==> config.mk <==
export PLATFORM = sky130hd
export DESIGN_NAME = pixel_frame_reader
export DESIGN_NICKNAME = d
export VERILOG_FILES = /design/src/rtl/pixel_frame_reader.sv
export SDC_FILE = /design/constraint.sdc
export NUM_CORES = 1
export LEC_CHECK = 0
export CORE_UTILIZATION = 25
export DETAILED_ROUTE_END_ITERATION = 7
export GPL_TIMING_DRIVEN = 0
export PLACE_DENSITY = 0.46
export SLEW_MARGIN = 40
export SYNTH_ARGS = -nofsm -noshare
export SYNTH_HDL_FRONTEND = slang
export SYNTH_SLANG_ARGS = --single-unit
export TNS_END_PERCENT = 5
==> constraint.sdc <==
create_clock -name i_clock -period 2 [get_ports i_clock]
set_input_delay 0.3 -clock i_clock [delete_from_list [all_inputs] [get_ports i_clock]]
set_output_delay 0.3 -clock i_clock [all_outputs]
set_load 0.01 [all_outputs]
==> src/rtl/pixel_frame_reader.sv <==
// pixel_frame_reader: raster-order frame-buffer reader feeding a valid/ready pixel stream
module pixel_frame_reader #(
  parameter int IMG_WIDTH  = 320,
  parameter int IMG_HEIGHT = 240,
  parameter int ADDR_W     = 17
) (
  input  logic              i_clock,
  input  logic              i_reset,
  input  logic              i_start,
  output logic              o_busy,
  output logic              o_done,
  output logic              o_mem_rd_en,
  output logic [ADDR_W-1:0] o_mem_addr,
  input  logic [11:0]       i_mem_rdata,
  output logic [11:0]       o_pix_out,
  output logic              o_pix_valid,
  input  logic              i_pix_ready,
  output logic              o_pix_sof,
  output logic              o_pix_eol
);
  localparam int XW = $clog2(IMG_WIDTH + 1);
  localparam int YW = $clog2(IMG_HEIGHT + 1);
  localparam logic [1:0] IDLE  = 2'd0;
  localparam logic [1:0] RUN   = 2'd1;
  localparam logic [1:0] DRAIN = 2'd2;
  localparam logic [1:0] DONE  = 2'd3;
  logic [1:0]        r_state;
  logic [XW-1:0]     r_x;
  logic [YW-1:0]     r_y;
  logic [ADDR_W-1:0] r_addr;
  logic              r_inflight;
  logic              r_fl_sof;
  logic              r_fl_eol;
  logic [13:0]       r_fifo [2];
  logic              r_wp;
  logic              r_rp;
  logic [1:0]        r_cnt;
  logic              w_pop;
  logic              w_issue;
  logic              w_x_last;
  logic              w_y_last;
  logic              w_last_rd;
  logic              w_last_pop;
  logic              w_start;
  logic [13:0]       w_head;
  assign w_pop       = o_pix_valid & i_pix_ready;
  assign w_x_last    = r_x == XW'(IMG_WIDTH - 1);
  assign w_y_last    = r_y == YW'(IMG_HEIGHT - 1);
  assign w_start     = (r_state == IDLE) & i_start;
  assign w_issue     = (r_state == RUN) && (({1'b0, r_cnt} + {2'b0, r_inflight}) < (3'd2 + {2'b0, w_pop}));
  assign w_last_rd   = w_issue & w_x_last & w_y_last;
  assign w_last_pop  = (r_state == DRAIN) & w_pop & (r_cnt == 2'd1) & ~r_inflight;
  assign w_head      = r_fifo[r_rp];
  assign o_pix_valid = r_cnt != 2'd0;
  assign o_pix_out   = o_pix_valid ? w_head[11:0] : 12'd0;
  assign o_pix_sof   = o_pix_valid & w_head[13];
  assign o_pix_eol   = o_pix_valid & w_head[12];
  assign o_busy      = r_state != IDLE;
  assign o_done      = r_state == DONE;
  assign o_mem_rd_en = w_issue;
  assign o_mem_addr  = r_addr;
  // Frame sequencing: the last issued read ends RUN, the last accepted pixel ends DRAIN
  always_ff @(posedge i_clock)
    if (i_reset) r_state <= IDLE;
    else r_state <= w_start ? RUN : w_last_rd ? DRAIN : w_last_pop ? DONE : (r_state == DONE) ? IDLE : r_state;
  // Raster position of the next read; the address register stays on the last pixel once the frame is issued
  always_ff @(posedge i_clock)
    if (i_reset || w_start) begin
      r_x    <= '0;
      r_y    <= '0;
      r_addr <= '0;
    end else if (w_issue) begin
      r_x    <= w_x_last ? '0 : r_x + 1'b1;
      r_y    <= w_x_last ? (w_y_last ? '0 : r_y + 1'b1) : r_y;
      r_addr <= w_last_rd ? r_addr : r_addr + 1'b1;
    end
  // Flags travel alongside the read so they meet the returning data one cycle later
  always_ff @(posedge i_clock)
    if (i_reset) begin
      r_inflight <= 1'b0;
      r_fl_sof   <= 1'b0;
      r_fl_eol   <= 1'b0;
    end else begin
      r_inflight <= w_issue;
      r_fl_sof   <= (r_x == '0) & (r_y == '0);
      r_fl_eol   <= w_x_last;
    end
  // Two-entry output FIFO; push and pop in the same cycle both take effect
  always_ff @(posedge i_clock)
    if (i_reset) begin
      r_wp  <= 1'b0;
      r_rp  <= 1'b0;
      r_cnt <= 2'd0;
    end else begin
      if (r_inflight) begin
        r_fifo[r_wp] <= {r_fl_sof, r_fl_eol, i_mem_rdata};
        r_wp         <= ~r_wp;
      end
      if (w_pop) r_rp <= ~r_rp;
      r_cnt <= r_cnt + {1'b0, r_inflight} - {1'b0, w_pop};
    end
endmodule

# ---- After elaboration in Yosys (flattened, before gate mapping)
# Memory sizes are Yosys's and may differ from the RTL's. A register that Yosys moved wholly into a read port is not among the register bits.
# Index checks and enable logic that the tools add are counted.
dict set report word_totals {
  register_bits 43
  latch_bits 0
  mem_bits_rw 28
  rom_bits 0
  inputBits 16
  mem_count 1
}
dict set report op_classes {
  add_sub_neg 7
  n_mul 0
  div_mod_pow 0
  n_lt_le_gt_ge 1
  eq_ne 6
  shift 0
  n_mux 12
  n_bitwise 14
  n_reduce_logical 12
}
# name words word_bits read_ports rd_clocked_by_memory_dff write_ports line
set memory_table {}
lappend memory_table {r_fifo 2 14 1 1 1 34} ;# logic [13:0] r_fifo [2];
# operator count
set op_table {}
lappend op_table {{$add A17 B1 Y17 const B} 1}
lappend op_table {{$mux W12} 1}
lappend op_table {{$and A1 B1 Y1} 10}
lappend op_table {{$add A9 B1 Y9 const B} 1}
lappend op_table {{$eq A9 B9 Y1 const B} 1}
lappend op_table {{$logic_not A9 Y1} 1}
lappend op_table {{$mux W9} 1}
lappend op_table {{$add A8 B1 Y8 const B} 1}
lappend op_table {{$eq A8 B8 Y1 const B} 1}
lappend op_table {{$logic_not A8 Y1} 1}
lappend op_table {{$mux W8} 1}
lappend op_table {{$mux W1} 6}
lappend op_table {{$mux W2} 3}
lappend op_table {{$eq A2 B1 Y1 const B} 2}
lappend op_table {{$eq A2 B2 Y1 const B} 2}
lappend op_table {{$not A1 Y1} 4}
lappend op_table {{$reduce_and A2 Y1} 2}
lappend op_table {{$reduce_bool A2 Y1} 2}
lappend op_table {{$reduce_bool A4 Y1} 1}
lappend op_table {{$add A2 B1 Y3} 1}
lappend op_table {{$add A2 B1 Y3 const A} 1}
lappend op_table {{$lt A3 B3 Y1} 1}
lappend op_table {{$reduce_bool A3 Y1} 1}
lappend op_table {{$add A2 B1 Y2} 1}
lappend op_table {{5 further kinds} 5}

# ---- Logic depth before layout (Yosys ltp)
dict set report depth {
  depth_word 9
  ltp_mapped 8
  depth_no_buf 8
}

# ---- Least setup slack after synthesis
# Ideal clock, no wire load.
dict set report synth_path {
  kind {input to register}
  startpoint {in i_reset}
  endpoint {mem r_fifo[0][0], enable pin}
  setup_time_ps 406
  t_arrival_ps 1604
  required_ps 1594
  setup_slack_ps -10
  stages 2
  path_cell_list {clkbuf_1 > nor3b_1}
}
dict set report synth_between {
  elab_chain_len 2
}
# element line
set synth_rtl {}
lappend synth_rtl {{from (decl)} 8} ;# input logic i_reset,
lappend synth_rtl {{$mux W1} 90} ;# if (i_reset) begin
lappend synth_rtl {{$mux W1 (not written as such)} 96} ;# r_fifo[r_wp] <= {r_fl_sof, r_fl_eol, i_mem_rdata};
lappend synth_rtl {{to (decl)} 34}
# Every way passes these cells.

# ---- Worst setup path in the final report
dict set report layout_path {
  startpoint {reg r_cnt[0]}
  endpoint {reg r_addr[9], in the netlist o_mem_addr[9]}
}
dict set report layout_between {
  elab_chain_len 9
  elab_cells_between_ends 10
}
# element line
set layout_rtl {}
lappend layout_rtl {{from (decl)} 37} ;# logic [1:0] r_cnt;
lappend layout_rtl {{from (signal assigned)} 100} ;# r_cnt <= r_cnt + {1'b0, r_inflight} - {1'b0, w_pop};
lappend layout_rtl {{$reduce_bool A2 Y1} 54} ;# assign o_pix_valid = r_cnt != 2'd0;
lappend layout_rtl {{$and A1 B1 Y1} 46} ;# assign w_pop = o_pix_valid & i_pix_ready;
lappend layout_rtl {{$add A2 B1 Y3} 50} ;# assign w_issue = (r_state == RUN) && (({1'b0, r_cnt} + {2'b0, r_inflight}) < (3'd2 + {2'b0, w_pop}));
lappend layout_rtl {{$lt A3 B3 Y1 (*)} 50}
lappend layout_rtl {{$logic_and A1 B1 Y1 (*)} 50}
lappend layout_rtl {{$and A1 B1 Y1 (2 in series)} 51} ;# assign w_last_rd = w_issue & w_x_last & w_y_last;
lappend layout_rtl {{$not A1 Y1 (no source line)} --}
lappend layout_rtl {{$reduce_and A2 Y1 (no source line) (*)} --}
lappend layout_rtl {{to (signal assigned)} 75} ;# r_addr <= w_last_rd ? r_addr : r_addr + 1'b1;
lappend layout_rtl {{to (decl)} 30} ;# logic [ADDR_W-1:0] r_addr;
# Mark *: on every way between the ends. The rest lies on a longest branch, timed or not.
# A chain may end at the register's enable or synchronous reset.

==> key figures <==
STA
  • Setup WS post-layout: 0.0323 ns
  • Slew @ Worst Pin: 0.730 ns
  • Slew margin rel.: between 50 and 60%
  • Worst clock skew: between 0.005 and 0.006 ns
  • Fin. max-slew vios: 0
  • Hold WS: ~0.43 ns
  • Fin crit period: ~2.0 ns
  • RSZ-0062 raised after global routing: true
  • Final Hold Vio Count: 0
  • Final setup viols: 0
  • Maximum clock frequency: approximately 500 MHz
  • Final period utilization: between 90% and 100%

Cells and area
  • Synthesis-to-layout area growth: 37.9%
  • Layout Nets: slightly above 400
  • Antenna cell count: 0
  • Layout fillers: roughly 1,400
  • Fin cells: approximately 560
  • Share of layout cells above drive strength 1: 14.7%
  • Area of the multi-input gates: between 1500 and 2000 µm²
  • Final Instance Area: around 4500 µm²
  • Register cell area after layout: around 1700 µm²

Place
  • Hpwl dp: between 5000 and 6000 µm
  • Port bufs: 50
  • Final GP Congestion: between 0.8 and 0.9
  • DP Area: approximately 4000 µm²
  • Pre-CTS setup slack: -0.396 ns
  • Dpl cells: 540

Floorplan
  • Die ar.: approximately 14,000 µm²
  • Die span in y: 117 µm
  • Number of core rows: 41
  • IO Pins: roughly 50
  • Placeable core area: about 13,000 µm²
  • Width of the die: roughly 120 µm
  • Starting Density: approximately 26%

CTS
  • Clock sink count: 72
  • Clock latency on the worst-skew pair: approximately 0.33 ns
  • CTS root buffer: clkbuf_16
  • Hold_buf cts: 0
  • Clock transition at path regs: approximately 0.060 ns
  • CTS Buf Count: 9
  • CTS tree: built
  • # H-tree levels: 3
  • Longest Clk Path Bufs: 2

Synth
  • Syn_nets: between 300 and 400
  • Number of synthesized register bits: 72
  • Mapped Avg Cell Area: 10.3 µm²
  • YS warnings: 0
  • Synth unique cells: 45
  • Sequential fraction of the synthesis area: between 50% and 60%
  • Post-Syn Instances: about 320
  • Synth async-reset ratio: 0%
  • Top cell type by total area after synthesis: dfxtp_1
  • Most used DFF post-synth: dfxtp_1
  • Top cells by area, synth: dfxtp_1 (27%), edfxtp_1 (26%), nor2_1 (5.6%)
  • Number of synthesized flops with an enable pin: 28
  • Synth top area share: between 20% and 30%
  • Post-Syn Area: 3290 µm²

Min path
  • Worst hold start: r_fl_eol
  • Hold EP: r_fifo[0][12]
  • WHS Path Cells: 0
  • Hold Crit Class: flop to flop

Power and ir drop
  • Switch share: 26.8%
  • Worst vdd ir: about 0.34 mV
  • Seq pwr share: approximately 39%
  • Clock network fraction of total power: between 30% and 40%
  • Pwr Total: approximately 0.0043 W
  • Psw: between 0.001 and 0.0015 W
  • Int Pwr: between 0.003 and 0.004 W
  • Leak pwr: 1.56 nW
  • Comb power frac: 22.2%
  • Power per cell area: 950 nW/µm²

Setup path
  • Crit Path Max Fanout: 6
  • FF-to-FF path depth: 7
  • Startpoint class of the critical path: flop
  • R2R setup slack: approximately 0.032 ns
  • Worst R2R End: o_mem_addr[9]
  • WP data required: about 2.3 ns
  • Critical R2R Launch: r_cnt[0]
  • Setup CP Type: flop to flop
  • Setup crit end kind: flop
  • Critical path arrival: 2.23 ns

Global route
  • Total global-route track usage: between 10% and 20%
  • First-pass GRT wire length: around 13,000 µm
  • Grt ovf: 0
  • Largest net degree at the start of global routing: 15
  • Antenna violations before repair: 0
  • Vias in the first global route: ~2,600

Route
  • Vias: ~2,600
  • DRT iter0 DRCs: about 110
  • Vias/cell: 4.70
  • DRT Pass-1 Iters: 4
  • Routed Wire Length: 7900 µm
  • Post-route ant nets: 0
  • Routed length per placed instance: between 10 and 15 µm
  • DRC: 0

Run status
  • Status: complete, no violations

Job
  • MaxCap Viol Count: 0
==> final cells by class <==
cell class | instances | area share [%]
multi-input combinational | 224 | 34.7
clock buffer | 12 | 5.90
sequential | 72 | 38.4
clock inverter | 4 | 1.10
inverter | 10 | 0.827
timing repair buffer | 56 | 12.2
buffer | 11 | 2.10
tap | 172 | 4.74
==> worst max-delay path, cell delays in order (launching register included) <==
cell and delay, ns:
dfxtp_4 0.37, ha_4 0.16, ha_4 0.16, or2_1 0.21, buf_6 0.14, nor4_4 0.26
or4b_1 0.46, a21oi_1 0.12
==> repair_timing <==
| action | in CTS | in global routing |
|---|---|---|
| buffers inserted | 3 | 3 |
| setup endpoints to repair | 44 | 65 |
| resized for setup | 33 | 22 |
| pin swaps | 4 | 7 |
| gates cloned | 0 | 0 |
==> routing by layer <==
layer  vias up  GRT usage (%)  wire length (µm)
li1       1294              -                 -
met1      1271           15.9              3840
met2        66           19.5              3560
met3         7           4.26               420
met4         0           4.39                91
met5         -              0                 0
==> cells in the mapped netlist, types with 6 or more instances <==
library cell	count
nor2_1	49
dfxtp_1	44
nand2_1	12
mux2i_1	17
a21oi_1	15
nor4_1	6
nand3_1	17
o21ai_0	6
nand4_1	16
xnor2_1	8
inv_1	10
clkbuf_1	8
xor2_1	14
ha_1	9
edfxtp_1	28
==> power groups by stage <==
| stage | Sequential (W) | Combinational (W) | Clock, W |
|---|---|---|---|
| after floorplan | 0.00165 | 0.000479 | 0 |
| after global placement | 0.00165 | 0.000848 | 0 |
| after detailed placement | 0.00166 | 0.000852 | 0 |
| after CTS | 0.00166 | 0.000946 | 0.00173 |
| after global routing | 0.00167 | 0.00104 | 0.00179 |
| final | 0.00166 | 0.000959 | 0.00169 |
==> placed cells by master, fill, tap and decap left out, types with 3 or more instances in the layout <==
cell type	instances
clkbuf_16	11
and4_1	4
and3_1	3
clkbuf_1	5
or3_1	5
o21ai_0	6
nor2_1	47
buf_4	6
ha_4	3
xor2_1	14
o31ai_1	3
nand2_1	12
nor3_1	4
or4_1	5
xnor2_1	8
nor2_4	3
nand3_1	16
nand4_1	16
inv_1	10
dfxtp_1	35
a21oi_1	14
edfxtp_1	28
clkdlybuf4s50_1	46
dfxtp_2	5
buf_6	5
dlymetal6s2s_1	3
nor4_1	6
ha_1	6
mux2i_1	17
dfxtp_4	4
==> registers in the layout, indices dropped and copies added, names as in the netlist, named ones only <==
signal      flops
r_fl_eol        1
r_y             8
r_fl_sof        1
r_x             9
r_fifo         28
r_wp            1
r_rp            1
r_inflight      1
r_cnt           2
r_state         2
o_mem_addr     17
==> worst max-delay path by stage <==
stage,from,to,slack (ns),depth (start not counted)
floorplan,r_inflight,o_mem_addr[11],0.02,7
global placement,i_reset,r_fifo[0][0],-0.58,3
detailed placement,flop,o_pix_out[10],-0.40,5
CTS,r_x[0],o_mem_addr[13],0.0008,7
global route,flop,o_pix_out[7],-0.07,4
finish,r_cnt[0],o_mem_addr[9],0.03,7
==> metrics by stage <==
step           setup TNS [ns]  util (%)
2_1_floorplan               0         -
3_3_place_gp           -23.81      31.5
3_5_place_dp           -20.75      31.6
4_1_cts                     0      35.0
5_1_grt                -0.483      35.7
6_report                    0      35.7
==> logic make-up after synthesis <==
| logic type | Yosys count | synth area share (%) |
|---|---|---|
| fa+ha+maj | 9 | 3.42 |
| simple gates | 143 | 24.3 |
| buf+inv | 22 | 2.85 |
| mux | 17 | 5.17 |
| xor+xnor | 22 | 5.86 |
| compound gates | 33 | 6.05 |
| flops | 72 | 52.3 |
No activity file was read; power rests on OpenSTA's default activity.
